[config.mk]
export PLATFORM = sky130hd
export DESIGN_NAME = seq_conv_engine
export DESIGN_NICKNAME = d
export VERILOG_FILES = /design/src/rtl/conv_pkg.sv /design/src/rtl/conv_mac.sv /design/src/rtl/seq_conv_engine.sv
export SDC_FILE = /design/constraint.sdc
export NUM_CORES = 1
export LEC_CHECK = 0
export ABC_CLOCK_PERIOD_IN_PS = 11850
export CORE_MARGIN = 1
export CORE_UTILIZATION = 57
export DETAILED_ROUTE_END_ITERATION = 16
export PLACE_DENSITY = 0.78
export SLEW_MARGIN = 20
export SYNTH_ARGS = -nofsm -noshare
export SYNTH_HDL_FRONTEND = slang
export SYNTH_SLANG_ARGS = --single-unit
[constraint.sdc]
create_clock -name clk -period 11.85 [get_ports clk]
set_input_delay 3.555 -clock clk [delete_from_list [all_inputs] [get_ports clk]]
set_output_delay 3.555 -clock clk [all_outputs]
set_load 0.03 [all_outputs]
[src/rtl/conv_pkg.sv]
// Shared types and elaboration-time helpers for the sequential convolution engine.
package conv_pkg;

  typedef enum logic [2:0] {
    StIdle,
    StLoadA,
    StLoadB,
    StMac,
    StEmit,
    StDone
  } state_e;

  localparam logic CONV = 1'b0;
  localparam logic CORR = 1'b1;

  function automatic int unsigned clog2(input int unsigned v);
    for (int unsigned i = 0; i < 31; i++) begin
      if ((32'd1 << i) >= v) return i;
    end
    return 31;
  endfunction

  function automatic int unsigned min(input int unsigned a, input int unsigned b);
    return (a < b) ? a : b;
  endfunction

  function automatic int unsigned max(input int unsigned a, input int unsigned b);
    return (a > b) ? a : b;
  endfunction

  // Counter/index width that never collapses to zero bits.
  function automatic int unsigned idx_w(input int unsigned n);
    return (clog2(n) == 0) ? 1 : clog2(n);
  endfunction

endpackage

[src/rtl/conv_mac.sv]
// Registered multiply-accumulate with synchronous clear and enable.
// CONV_SIGNED_EN selects two's-complement operands; otherwise everything is unsigned.
module conv_mac #(
  parameter int unsigned DW    = 8,
  parameter int unsigned OUT_W = 2 * DW + 1
) (
  input  logic             clk,
  input  logic             rst,
  input  logic             clr_i,
  input  logic             en_i,
  input  logic [DW-1:0]    a_i,
  input  logic [DW-1:0]    b_i,
  output logic [OUT_W-1:0] acc_o
);

  logic [2*DW-1:0]  prod;
  logic [OUT_W-1:0] prod_ext;
  logic [OUT_W-1:0] acc_d, acc_q;

  always_comb begin
`ifdef CONV_SIGNED_EN
    prod     = $signed({{DW{a_i[DW-1]}}, a_i}) * $signed({{DW{b_i[DW-1]}}, b_i});
    prod_ext = {{(OUT_W - 2 * DW){prod[2*DW-1]}}, prod};
`else
    prod     = {{DW{1'b0}}, a_i} * {{DW{1'b0}}, b_i};
    prod_ext = {{(OUT_W - 2 * DW){1'b0}}, prod};
`endif
    acc_d = acc_q;
    if (clr_i) begin
      acc_d = '0;
    end else if (en_i) begin
      acc_d = acc_q + prod_ext;
    end
  end

  always_ff @(posedge clk or posedge rst) begin
    if (rst) begin
      acc_q <= '0;
    end else begin
      acc_q <= acc_d;
    end
  end

  assign acc_o = acc_q;

endmodule

[src/rtl/seq_conv_engine.sv]
// Sequential 1-D convolution/correlation: serial load of A then B, one MAC per cycle,
// one full-precision output per valid/ready handshake.
module seq_conv_engine
  import conv_pkg::*;
#(
  parameter int unsigned N_A   = 16,
  parameter int unsigned N_B   = 16,
  parameter int unsigned DW    = 8,
  parameter int unsigned OUT_W = 2 * DW + clog2(min(N_A, N_B)) + 1,
  parameter int unsigned IDX_W = idx_w(N_A + N_B - 1)
) (
  input  logic             clk,
  input  logic             rst,
  input  logic             start,
  input  logic             corr_mode,
  input  logic             in_valid,
  output logic             in_ready,
  input  logic [DW-1:0]    in_data,
  output logic             out_valid,
  input  logic             out_ready,
  output logic [OUT_W-1:0] out_data,
  output logic [IDX_W-1:0] out_idx,
  output logic             out_last,
  output logic             busy,
  output logic             done,
  output logic             invalid_input
);

  localparam int unsigned AW    = idx_w(N_A);
  localparam int unsigned BW    = idx_w(N_B);
  localparam int unsigned CW    = max(AW, BW);
  localparam int unsigned KLast = N_A + N_B - 2;

  state_e           state_q, state_d;
  logic [DW-1:0]    a_q [N_A];
  logic [DW-1:0]    a_d [N_A];
  logic [DW-1:0]    b_q [N_B];
  logic [DW-1:0]    b_d [N_B];
  logic [CW-1:0]    ld_cnt_q, ld_cnt_d;
  logic [IDX_W-1:0] k_q, k_d;
  logic [AW-1:0]    j_q, j_d;
  logic             nz_a_q, nz_a_d;
  logic             nz_b_q, nz_b_d;
  logic             mode_q, mode_d;
  logic             invalid_q, invalid_d;

  logic             mac_clr, mac_en;
  logic [BW-1:0]    b_idx;
  logic [DW-1:0]    a_sel, b_sel;
  logic [OUT_W-1:0] acc;

  // First and last contributing A index for output k.
  function automatic int jmin_f(input int k);
    return (k >= int'(N_B) - 1) ? k - (int'(N_B) - 1) : 0;
  endfunction

  function automatic int jmax_f(input int k);
    return (k < int'(N_A) - 1) ? k : int'(N_A) - 1;
  endfunction

  // B tap for the current (k, j); correlation walks B from the far end.
  always_comb begin
    int kj;
    kj = int'(k_q) - int'(j_q);
    if (kj < 0 || kj >= int'(N_B)) kj = 0;
    if (mode_q == CORR) kj = int'(N_B) - 1 - kj;
    b_idx = BW'(kj);
  end

  assign a_sel = a_q[j_q];
  assign b_sel = b_q[b_idx];

  always_comb begin
    state_d   = state_q;
    a_d       = a_q;
    b_d       = b_q;
    ld_cnt_d  = ld_cnt_q;
    k_d       = k_q;
    j_d       = j_q;
    nz_a_d    = nz_a_q;
    nz_b_d    = nz_b_q;
    mode_d    = mode_q;
    invalid_d = invalid_q;
    mac_clr   = 1'b0;
    mac_en    = 1'b0;

    unique case (state_q)
      StIdle: begin
        if (start) begin
          mode_d    = corr_mode;
          invalid_d = 1'b0;
          ld_cnt_d  = '0;
          k_d       = '0;
          j_d       = '0;
          nz_a_d    = 1'b0;
          nz_b_d    = 1'b0;
          state_d   = StLoadA;
        end
      end
      StLoadA: begin
        if (in_valid) begin
          a_d[AW'(ld_cnt_q)] = in_data;
          nz_a_d = nz_a_q | (in_data != '0);
          if (ld_cnt_q == CW'(N_A - 1)) begin
            ld_cnt_d = '0;
            state_d  = StLoadB;
          end else begin
            ld_cnt_d = ld_cnt_q + CW'(1);
          end
        end
      end
      StLoadB: begin
        if (in_valid) begin
          b_d[BW'(ld_cnt_q)] = in_data;
          nz_b_d = nz_b_q | (in_data != '0);
          if (ld_cnt_q == CW'(N_B - 1)) begin
            ld_cnt_d = '0;
            if (nz_a_q && nz_b_d) begin
              k_d     = '0;
              j_d     = '0;
              mac_clr = 1'b1;
              state_d = StMac;
            end else begin
              invalid_d = 1'b1;
              state_d   = StDone;
            end
          end else begin
            ld_cnt_d = ld_cnt_q + CW'(1);
          end
        end
      end
      StMac: begin
        mac_en = 1'b1;
        if (j_q == AW'(jmax_f(int'(k_q)))) begin
          state_d = StEmit;
        end else begin
          j_d = j_q + AW'(1);
        end
      end
      StEmit: begin
        if (out_ready) begin
          if (k_q == IDX_W'(KLast)) begin
            state_d = StDone;
          end else begin
            k_d     = k_q + IDX_W'(1);
            j_d     = AW'(jmin_f(int'(k_q) + 1));
            mac_clr = 1'b1;
            state_d = StMac;
          end
        end
      end
      StDone: begin
        state_d = StIdle;
      end
      default: begin
        state_d = StIdle;
      end
    endcase
  end

  always_ff @(posedge clk or posedge rst) begin
    if (rst) begin
      state_q   <= StIdle;
      a_q       <= '{default: '0};
      b_q       <= '{default: '0};
      ld_cnt_q  <= '0;
      k_q       <= '0;
      j_q       <= '0;
      nz_a_q    <= 1'b0;
      nz_b_q    <= 1'b0;
      mode_q    <= CONV;
      invalid_q <= 1'b0;
    end else begin
      state_q   <= state_d;
      a_q       <= a_d;
      b_q       <= b_d;
      ld_cnt_q  <= ld_cnt_d;
      k_q       <= k_d;
      j_q       <= j_d;
      nz_a_q    <= nz_a_d;
      nz_b_q    <= nz_b_d;
      mode_q    <= mode_d;
      invalid_q <= invalid_d;
    end
  end

  conv_mac #(
    .DW    (DW),
    .OUT_W (OUT_W)
  ) u_mac (
    .clk   (clk),
    .rst   (rst),
    .clr_i (mac_clr),
    .en_i  (mac_en),
    .a_i   (a_sel),
    .b_i   (b_sel),
    .acc_o (acc)
  );

  // The accumulator is frozen outside MAC, so it doubles as the held output register.
  assign in_ready      = (state_q == StLoadA) || (state_q == StLoadB);
  assign out_valid     = (state_q == StEmit);
  assign out_data      = acc;
  assign out_idx       = k_q;
  assign out_last      = (state_q == StEmit) && (k_q == IDX_W'(KLast));
  assign busy          = (state_q != StIdle);
  assign done          = (state_q == StDone);
  assign invalid_input = invalid_q;

endmodule

### Word-level counts from Yosys, hierarchy flattened

Index checks and enable logic that the tools add are counted.

| word-level totals | value |
|---|---|
| output and inout port bits | 32 |
| memory bits (writable) | 0 |
| bits in latches | 0 |
| register bits | 297 |
| memory bits (read-only) | 0 |
| memories | 0 |
| input bits | 14 |
| logic and storage cells | 168 |

| cells by class | value |
|---|---|
| multiply operators | 1 |
| $add $sub $neg | 8 |
| bitwise logic cells | 5 |
| $lt $le $gt $ge | 8 |
| equality and inequality tests | 20 |
| shift operators | 0 |
| reductions and logical operators | 25 |
| div/mod/pow operators | 0 |
| mux-type cells | 60 |

Operator list:

| operator | number |
|---|---|
| $bwmux 128 | 2 |
| $bmux 8 s4 | 2 |
| $mux 4 | 13 |
| $mux 21 | 2 |
| $mux 8 | 5 |
| $demux 8 s4 | 1 |
| $mux 5 | 6 |
| $mux 3 | 9 |
| $add 21x16->21 | 1 |
| $ne 2x2->1 const B | 10 |
| $mul 8x8->16 | 1 |
| $pmux 4 s4 | 1 |
| $ge 5x5->1 const B | 3 |
| $not 4->5 | 3 |
| $pmux 3 s5 | 1 |
| $pmux 5 s3 | 1 |
| $reduce_and 7->1 | 2 |
| $mux 1 | 12 |
| $reduce_and 3->1 | 3 |
| $add 4x1->4 const B | 2 |
| $pmux 1 s2 | 4 |
| $pmux 4 s2 | 1 |
| $reduce_and 8->1 | 1 |
| $reduce_bool 2->1 | 4 |
| other kinds (27) | 37 |

### Depth between registers and ports, before layout

Gate-level depths: netlist of run 1.

| logic depth | value |
|---|---|
| depth after elaboration | 14 |
| mapped depth | 29 |
| mapped depth without buffers | 26 |

### Hierarchy

A second synthesis of run 1 with hierarchy kept.

| unflattened totals | value |
|---|---|
| cell total of the unflattened synthesis | 1512 |
| area, all modules | 18197.5 um^2 |

Modules (own cells, without submodules):

| module | cells each | area each (um^2) | instances | sequential area each (um^2) |
|---|---|---|---|---|
| seq_conv_engine | 1091 | 14559.0 | 1 | 6906.6 |
| conv_mac | 421 | 3638.5 | 1 | 525.5 |

### Least setup slack after synthesis of run 1

OpenSTA, ideal clock, no wires.

| timing | value |
|---|---|
| path type | reg-to-reg |
| start point | register k_q[0] (netlist: out_idx[0]) |
| end point | register u_mac.acc_q[19] (netlist: u_mac.acc_o[19]) |
| data required time | 11.772 ns |
| slack | 4.634 ns |
| library setup time | 0.078 ns |
| stages on the path, launching flop included | 28 |
| clock period less this slack | 7.216 ns |
| buffers on the path | 2 |
| data arrival time | 7.137 ns |
| cells stage by stage | dfrtp_1 -> inv_1 -> ha_1 -> fa_1 -> nand2b_1 -> a311o_1 -> or2_4 -> a32oi_4 -> buf_2 -> a211oi_1 -> or4_1 -> buf_2 -> o22a_1 -> fa_1 -> fa_1 -> inv_1 -> fa_1 -> inv_1 -> fa_1 -> inv_1 -> ha_1 -> nand2_1 -> o211ai_1 -> nand3_1 -> o2111ai_1 -> a31oi_1 -> or3_1 -> a21oi_1 |

| on the way | value |
|---|---|
| word-level cells in the longest chain between the ends | 14 |
| elaborated cells on any way between the ends | 20 |
| classes of those cells | add/sub (3); mul (1); order compare (2); eq/ne (1); mux (10); bitwise (1); reduce/logical (2) |

Ends and longest elaborated chain:

| what | line | source |
|---|---|---|
| start, declared | seq_conv_engine.sv:40 | `logic [IDX_W-1:0] k_q, k_d;` |
| start signal, assigned | seq_conv_engine.sv:178 | `k_q <= k_d;` |
| $sub 5x4->6 | seq_conv_engine.sv:64 | `kj = int'(k_q) - int'(j_q);` |
| $lt 6x1->1 or $ge 6x6->1 (tied branches) | seq_conv_engine.sv:65 | `if (kj < 0 \|\| kj >= int'(N_B)) kj = 0;` |
| $logic_or 1x1->1 | seq_conv_engine.sv:65 |  |
| $mux 4 | seq_conv_engine.sv:65 |  |
| $sub 1x4->4 | seq_conv_engine.sv:66 | `if (mode_q == CORR) kj = int'(N_B) - 1 - kj;` |
| $mux 4 | seq_conv_engine.sv:66 |  |
| $not 4->5 (not written as such) | seq_conv_engine.sv:71 | `assign b_sel = b_q[b_idx];` |
| $bmux 8 s4 | seq_conv_engine.sv:71 |  |
| $mux 8 (not written as such) (2 in a row) | seq_conv_engine.sv:71 |  |
| $mul 8x8->16 | conv_mac.sv:25 | `prod = {{DW{1'b0}}, a_i} * {{DW{1'b0}}, b_i};` |
| $add 21x16->21 | conv_mac.sv:32 | `acc_d = acc_q + prod_ext;` |
| $mux 21 | conv_mac.sv:31 | `end else if (en_i) begin` |
| $mux 21 | conv_mac.sv:29 | `if (clr_i) begin` |
| end signal, assigned | conv_mac.sv:38 | `acc_q <= '0;` |
| end signal, assigned | conv_mac.sv:40 | `acc_q <= acc_d;` |
| end, declared | conv_mac.sv:18 | `logic [OUT_W-1:0] acc_d, acc_q;` |

Several ways; a longest one is shown, not always the timed one. The select of a mux whose other input is x is not followed.
A chain may end at the register's enable or synchronous reset.

### Worst setup path after layout of run 1

Ends and elaborated chain as after synthesis.

==> impl_summary.log, run 1 <==
INFO  metric outcome = complete, no violations
INFO  metric detail_route_antenna_nets = 0
INFO  metric drt_pre_antenna_iters = 5
INFO  metric gpl.final_weighted_congestion = 0.969
INFO  metric min_from = a_q[15]
INFO  metric yosys.cell_types.count = 63
INFO  metric syn_nets = 1586
INFO  metric setup_repair_after_global_routing_missed_its_margin = false
INFO  metric final_cell_mix = 296 x dfrtp_1, 258 x mux2_2, 117 x inv_1, 85 x nand2_1, 73 x and3_1
INFO  metric yosys_register_bits = ~300
INFO  metric dp_hpwl = 28200 um
INFO  metric netlist.area_leader.share = between 40% and 50%
INFO  metric fp-row-count = 63
INFO  metric detail_route.iter0.violations = 1015
INFO  metric cts_setup_buffers = 0
INFO  metric max-cap-violations = 0
INFO  metric tritoncts.num_buffers = 34
INFO  metric layout_min_cycle_time = ~8.4 ns
INFO  metric nFillCells = around 2.2k
INFO  metric final_net_count = between 1.5k and 2k
INFO  metric synth_cells = approximately 1.5k
INFO  metric core_region_area = approximately 30000 sq um
INFO  metric grt_max_degree = 191
INFO  metric cp-start-kind = flop
INFO  metric die_y = around 180 um
INFO  metric clk_path_buf_depth = 3
INFO  metric vias_in_the_first_global_route = 12.2k
INFO  metric final_util = 64.3%
INFO  metric setup_viol = 0
INFO  metric worstPathRequired = approximately 12 ns
INFO  metric floorplan.initialDensity = between 50% and 60%
INFO  metric grt_first_pass_wirelength = 68000 um
INFO  metric rr_startpoint = out_idx[0]
INFO  metric syn_to_final_growth = 10.6%
INFO  metric async_reset_ff_share = 100%
INFO  metric synth_ff_type = dfrtp_1
INFO  metric dieArea = between 30000 and 40000 sq um
INFO  metric cts_resized = 0
INFO  metric drive_above_1_share = between 20% and 30%
INFO  metric portBuffers = 45
INFO  metric cts_root_buf = clkbuf_16
INFO  metric synth-edff-count = 0
INFO  metric avgViaCountPerCell = about 6.3
INFO  metric finalHoldViolations = 0
INFO  metric die_width = 176 um
INFO  metric grt.total_usage = 28.2%
INFO  metric cell_taking_the_most_area_after_synthesis = dfrtp_1
INFO  metric clk-insertion-delay-late = 0.55 ns
INFO  metric synth_sequential_area_ratio = approximately 43%
INFO  metric clk_pin_slew_worst_paths = 0.06 ns
INFO  metric globalRoute.totalOverflow = 0
INFO  metric drcViolationCount = 0
INFO  metric seqCellArea = about 7400 sq um
INFO  metric critical_path.startpoint = out_idx[0]
INFO  metric clock-skew-final = approximately 0.018 ns
INFO  metric layout_commonest_cell = dfrtp_1
INFO  metric wl_per_cell = 22.5 um
INFO  metric detailedPlace.worstSlack = between 3 and 4 ns
INFO  metric routed_wirelength = approximately 42000 um
INFO  metric setup_total_negative_slack = 0 ns
INFO  metric worstSetupEndpointType = flop
INFO  metric numClockSinks = just under 300
INFO  metric insertedDiodeCount = 0
INFO  metric slew_violations = 0
INFO  metric timing.hold.worst.class = flop to flop
INFO  metric final.setup.worst_slack = around 3.5 ns
INFO  metric antenna_violations_before_repair = 0
INFO  metric cts.hold.buffers_added = 0
INFO  metric postSynthAreaPerCell = 11.8 sq um
INFO  metric number_of_warning_messages_in_the_yosys_log = 0
INFO  metric slew_headroom = a little over 30%
INFO  metric worst_pin_slew = around 1.0 ns
INFO  metric netlist_top_cells_area = dfrtp_1 43%, mux2_2 17%, fa_1 5.9%
INFO  metric critPathKind = flop to flop
INFO  metric htree_num_levels = 2
INFO  metric highest_fanout_seen_on_the_critical_path = 65
INFO  metric netlist_area = around 17000 sq um
INFO  metric multiInputGateArea = approximately 9000 sq um
INFO  metric timing.final.crit_share = between 70% and 80%
INFO  metric via_count = approximately 12k
INFO  metric ios = 46
INFO  metric timing.critical_path.arrival = about 8.8 ns
INFO  metric max_clock_freq = 0.120 GHz
INFO  metric tritoncts_clock_tree = built
## worst max-delay path, cell delays in order (launching register included)
cell       delay, ns
dfrtp_1         0.52
inv_1           0.18
ha_1            0.26
fa_1            0.43
nand2b_1        0.24
a221o_1         0.36
a31o_1          0.19
buf_4           0.29
nand2_4         0.57
a2111oi_0       0.23
or4_1           0.73
o22a_1          0.31
fa_1            0.54
fa_1            0.57
inv_1           0.06
fa_1            0.53
inv_1           0.05
fa_1            0.52
inv_1           0.04
ha_1            0.36
nand2_1         0.09
o211ai_1        0.24
nand3_1         0.16
o2111ai_1       0.17
a31oi_1         0.14
or3_1           0.32
a21oi_1         0.14
## layout make-up
cell class | count | area share (%)
clock buffer | 48 | 5.25
sequential | 297 | 38.9
clock inverter | 14 | 1.19
inverter | 119 | 2.38
tap | 390 | 2.55
timing repair buffer | 60 | 3.01
multi-input combinational | 949 | 46.7
## final timing paths
check	endpoint	slack, ns	depth (start not counted)
max	u_mac.acc_o[19]	3.49	26
min	a_q[15]	0.50	1
max reg2reg	u_mac.acc_o[19]	3.49	26
min reg2reg	a_q[15]	0.50	1
max in group asynchronous	b_q[69]	6.76	3
min in group asynchronous	state_q[0]	3.58	2
## synth_stat cells (all sizes together), types with 23 or more instances
cell and instances:
nand2 86, a21oi 23, o22a 33, mux4 40, inv 119, o21ai 40, clkbuf 66, a211oi 53
and3 73, mux2 258, dfrtp 297, fa 51, o22ai 40, nor2 31, ha 53, buf 37
## flip-flops by register name, summed over array words and instances, names as in the netlist, 3 cells and up
signal	count
out_idx	5
j_q	4
b_q	128
u_mac.acc_o	21
ld_cnt_q	4
a_q	128
state_q	3
## routing by layer
layer / up-vias / track usage, % / wire length (um)
met3: 79 / 4.44 / 2510
met2: 381 / 45.6 / 20300
met5: - / 0 / 0
met1: 6109 / 39.6 / 18500
met4: 0 / 7.57 / 928
li1: 5307 / - / -
## metrics by stage
step	instances	cell area, sq um	hold slack (ns)
final	1877	19100	0.496
after global routing	1877	19100	0.507
after CTS	1877	19100	0.497
after detailed placement	1815	17900	0.485
after global placement	1815	17900	0.478
after floorplan	1468	17300	0.462
## kinds of logic after synthesis
logic type / synth area share, %
mux: 22.1
flops: 43.0
simple gates: 8.60
compound gates: 9.94
buf+inv: 5.28
fa+ha+maj: 9.75
xor+xnor: 1.32
Power of run 1 is not shown: default switching activity piles up to over one toggle a cycle in this logic, so the estimate is an artifact.
==> run 2: changes to the inputs <==
--- a/config.mk
+++ b/config.mk
@@ -5,7 +5,7 @@
 export SDC_FILE = /design/constraint.sdc
 export NUM_CORES = 1
 export LEC_CHECK = 0
-export ABC_CLOCK_PERIOD_IN_PS = 11850
+export ABC_CLOCK_PERIOD_IN_PS = 6800
 export CORE_MARGIN = 1
 export CORE_UTILIZATION = 57
 export DETAILED_ROUTE_END_ITERATION = 16
==> constraint.sdc (replaced) <==
create_clock -name clk -period 6.8 [get_ports clk]
set_input_delay 2.04 -clock clk [delete_from_list [all_inputs] [get_ports clk]]
set_output_delay 2.04 -clock clk [all_outputs]
set_load 0.03 [all_outputs]
==> run 2 against run 1 <==
  * The run now ends with setup timing left
  * Utilization grew 5.1 points
  * Cell area increased by 7.9%
  * Critical endpoint is now u_mac.acc_o[20]
  * Die area is the same
  * Final cell count up 5.8%
==> impl_summary.log, run 2 (same netlist as run 1, synthesis figures left out) <==
INFO  metric routed_wirelength = 45700 um (was 42200 um)
INFO  metric syn_to_final_growth = 19.4% (was 10.6%)
INFO  metric clk_path_buf_depth = 3 (unchanged)
INFO  metric antenna_violations_before_repair = 1 (was 0)
INFO  metric setup_viol = 2 (was 0)
INFO  metric crit_buf_inv = 8 (was 5)
INFO  metric fp-row-count = 63 (unchanged)
INFO  metric core_region_area = 29700 sq um (unchanged)
INFO  metric cts_root_buf = clkbuf_16 (unchanged)
INFO  metric clock-skew-final = 0.0204 ns (was 0.0183 ns)
INFO  metric placedCellCount = 1899 (was 1815)
INFO  metric cp-start-kind = flop (unchanged)
INFO  metric portBuffers = 45 (unchanged)
INFO  metric clk-insertion-delay-late = 0.60 ns (was 0.55 ns)
INFO  metric violations = setup timing
INFO  metric instances_no_fill = 1985 (was 1877)
INFO  metric htree_num_levels = 1 (was 2)
INFO  metric die_y = 176 um (unchanged)
INFO  metric critical_path.max_stage_delay = 0.59 ns (was 0.73 ns)
INFO  metric worstSetupEndpointType = flop (unchanged)
INFO  metric worstPathRequired = 7.26 ns (was 12.31 ns)
INFO  metric floorplan.initialDensity = 58.1% (unchanged)
INFO  metric multiInputGateArea = 9500 sq um (was 8930 sq um)
INFO  metric max-cap-violations = 0 (unchanged)
INFO  metric gpl.final_weighted_congestion = 0.932 (was 0.969)
INFO  metric tritoncts_clock_tree = built (unchanged)
INFO  metric reg2reg_setup_slack = -0.05 ns (was 3.49 ns)
INFO  metric ios = 46 (unchanged)
INFO  metric numClockSinks = 297 (unchanged)
INFO  metric drcViolationCount = 0 (unchanged)
INFO  metric tritoncts.num_buffers = 31 (was 34)
INFO  metric globalRoute.totalOverflow = 0 (unchanged)
INFO  metric timing.hold.worst.class = flop to flop (unchanged)
INFO  metric grt_first_pass_wirelength = 71000 um (was 68000 um)
INFO  metric layout_min_cycle_time = 6.85 ns (was 8.36 ns)
INFO  metric seqCellArea = 7440 sq um (was 7430 sq um)
INFO  metric layout_commonest_cell = dfrtp_1 (unchanged)
INFO  metric timing.critical_path.arrival = 7.31 ns (was 8.82 ns)
INFO  metric drive_above_1_share = 36.5% (was 25.8%)
INFO  metric detail_route_antenna_nets = 0 (unchanged)
INFO  metric worst_pin_slew = 1.03 ns (was 1.04 ns)
INFO  metric grt_max_degree = 182 (was 191)
INFO  metric slew_headroom = 31.1% (was 30.7%)
INFO  metric finalHoldViolations = 0 (unchanged)
INFO  metric detail_route.iter0.violations = 1114 (was 1015)
INFO  metric critPathKind = flop to flop (unchanged)
INFO  metric max_clock_freq = 0.146 GHz (was 0.120 GHz)
INFO  metric die_width = 176 um (unchanged)
INFO  metric nFillCells = 2002 (was 2151)
INFO  metric dp_hpwl = 29100 um (was 28200 um)
INFO  metric wl_per_cell = 23.0 um (was 22.5 um)
INFO  metric final_cell_mix = 294 x dfrtp_1, 257 x mux2_2, 109 x inv_1, 101 x buf_4, 83 x nand2_1 (was 296 x dfrtp_1, 258 x mux2_2, 117 x inv_1, 85 x nand2_1, 73 x and3_1)
INFO  metric final.setup.worst_slack = -0.0542 ns (was 3.49 ns)
INFO  metric final_net_count = 1692 (was 1579)
INFO  metric clk_pin_slew_worst_paths = 0.06 ns (about the same)
INFO  metric worst_path_dominant_cell_family = adder cells (unchanged)
INFO  metric highest_fanout_seen_on_the_critical_path = 7 (was 65)
INFO  metric grt.total_usage = 29.4% (was 28.2%)
INFO  metric setup_repair_after_global_routing_missed_its_margin = true (was false)
INFO  metric dieArea = 31000 sq um (unchanged)
INFO  metric timing.final.crit_share = 101% (was 70.6%)
INFO  metric drt_pre_antenna_iters = 5 (unchanged)
INFO  metric slowest_stage = or4_4 (was or4_1)
INFO  metric outcome = complete, but fails checks (was complete, no violations)
INFO  metric via_count = 12.6k (was 11.9k)
INFO  metric avgViaCountPerCell = 6.34 (was 6.33)
INFO  metric slew_violations = 0 (unchanged)
INFO  metric insertedDiodeCount = 0 (unchanged)
INFO  metric vias_in_the_first_global_route = 13.0k (was 12.2k)
==> run 2: cell types whose count changed in the layout (fill, tap and decap cells not counted), sizes merged <==
cell	previous run	this run
inv	120	119
buf	15	130
bufinv	4	2
clkinv	7	5
clkinvlp	2	3
clkbuf	48	45
==> run 2: worst paths after layout <==
check | start | endpoint | cells past startpoint
setup / recovery | j_q[0] | u_mac.acc_o[20] | 29
hold / removal | nz_a_q | nz_a_q | 2
setup reg to reg | j_q[0] | u_mac.acc_o[20] | 29
hold reg to reg | nz_a_q | nz_a_q | 2
max in group asynchronous | rst | b_q[77] | 3
min in group asynchronous | rst | out_idx[2] | 3
==> run 2: through the flow <==
| stage | utilization (%) | worst slack, ns | area, sq um | hold WS (ns) | setup TNS [ns] |
|---|---|---|---|---|---|
| global route | 69.4 | -0.218 | 20600 | 0.508 | -0.961 |
| floorplan | - | 0.0143 | 17300 | 0.462 | 0 |
| CTS | 67.4 | -0.0133 | 20000 | 0.498 | -0.0133 |
| detailed placement | 62.8 | -0.268 | 18700 | 0.484 | -0.833 |
| global placement | 62.7 | -0.110 | 18600 | 0.479 | -0.276 |
| finish | 69.4 | -0.0542 | 20600 | 0.492 | -0.0748 |
==> run 2: tightest hold or removal path: cells and delay by family (launching register included) <==
| family | cells | cell delay, ns |
|---|---|---|
| and+or+nand+nor | 1 | 0.07 |
| AOI/OAI and AO/OA | 1 | 0.04 |
| DFF | 1 | 0.34 |
==> run 2: layer usage <==
layer	global-route usage [%]	wire length, um	vias to the layer above
met5	0	13	-
met4	10.3	1620	2
met3	4.74	3280	127
met2	48.1	22100	488
met1	39.9	18700	6429
li1	-	-	5541
==> run 2: repair_timing <==
action | in CTS | in global routing
gates cloned | 3 | 2
setup buffers | 9 | 18
resized for setup | 48 | 99
setup endpoints to repair | 8 | 13
hold buffers | 0 | 0
pin swaps | 23 | 48
==> run 2: area by class of cell <==
type                       instances  share of cell area, %
clock inverter                    10                  0.582
sequential                       297                   36.1
inverter                         119                   2.18
tap                              390                   2.37
clock buffer                      44                   4.44
timing repair buffer             176                   8.32
multi-input combinational        949                   46.1
Power of run 2 is left out for the same reason.
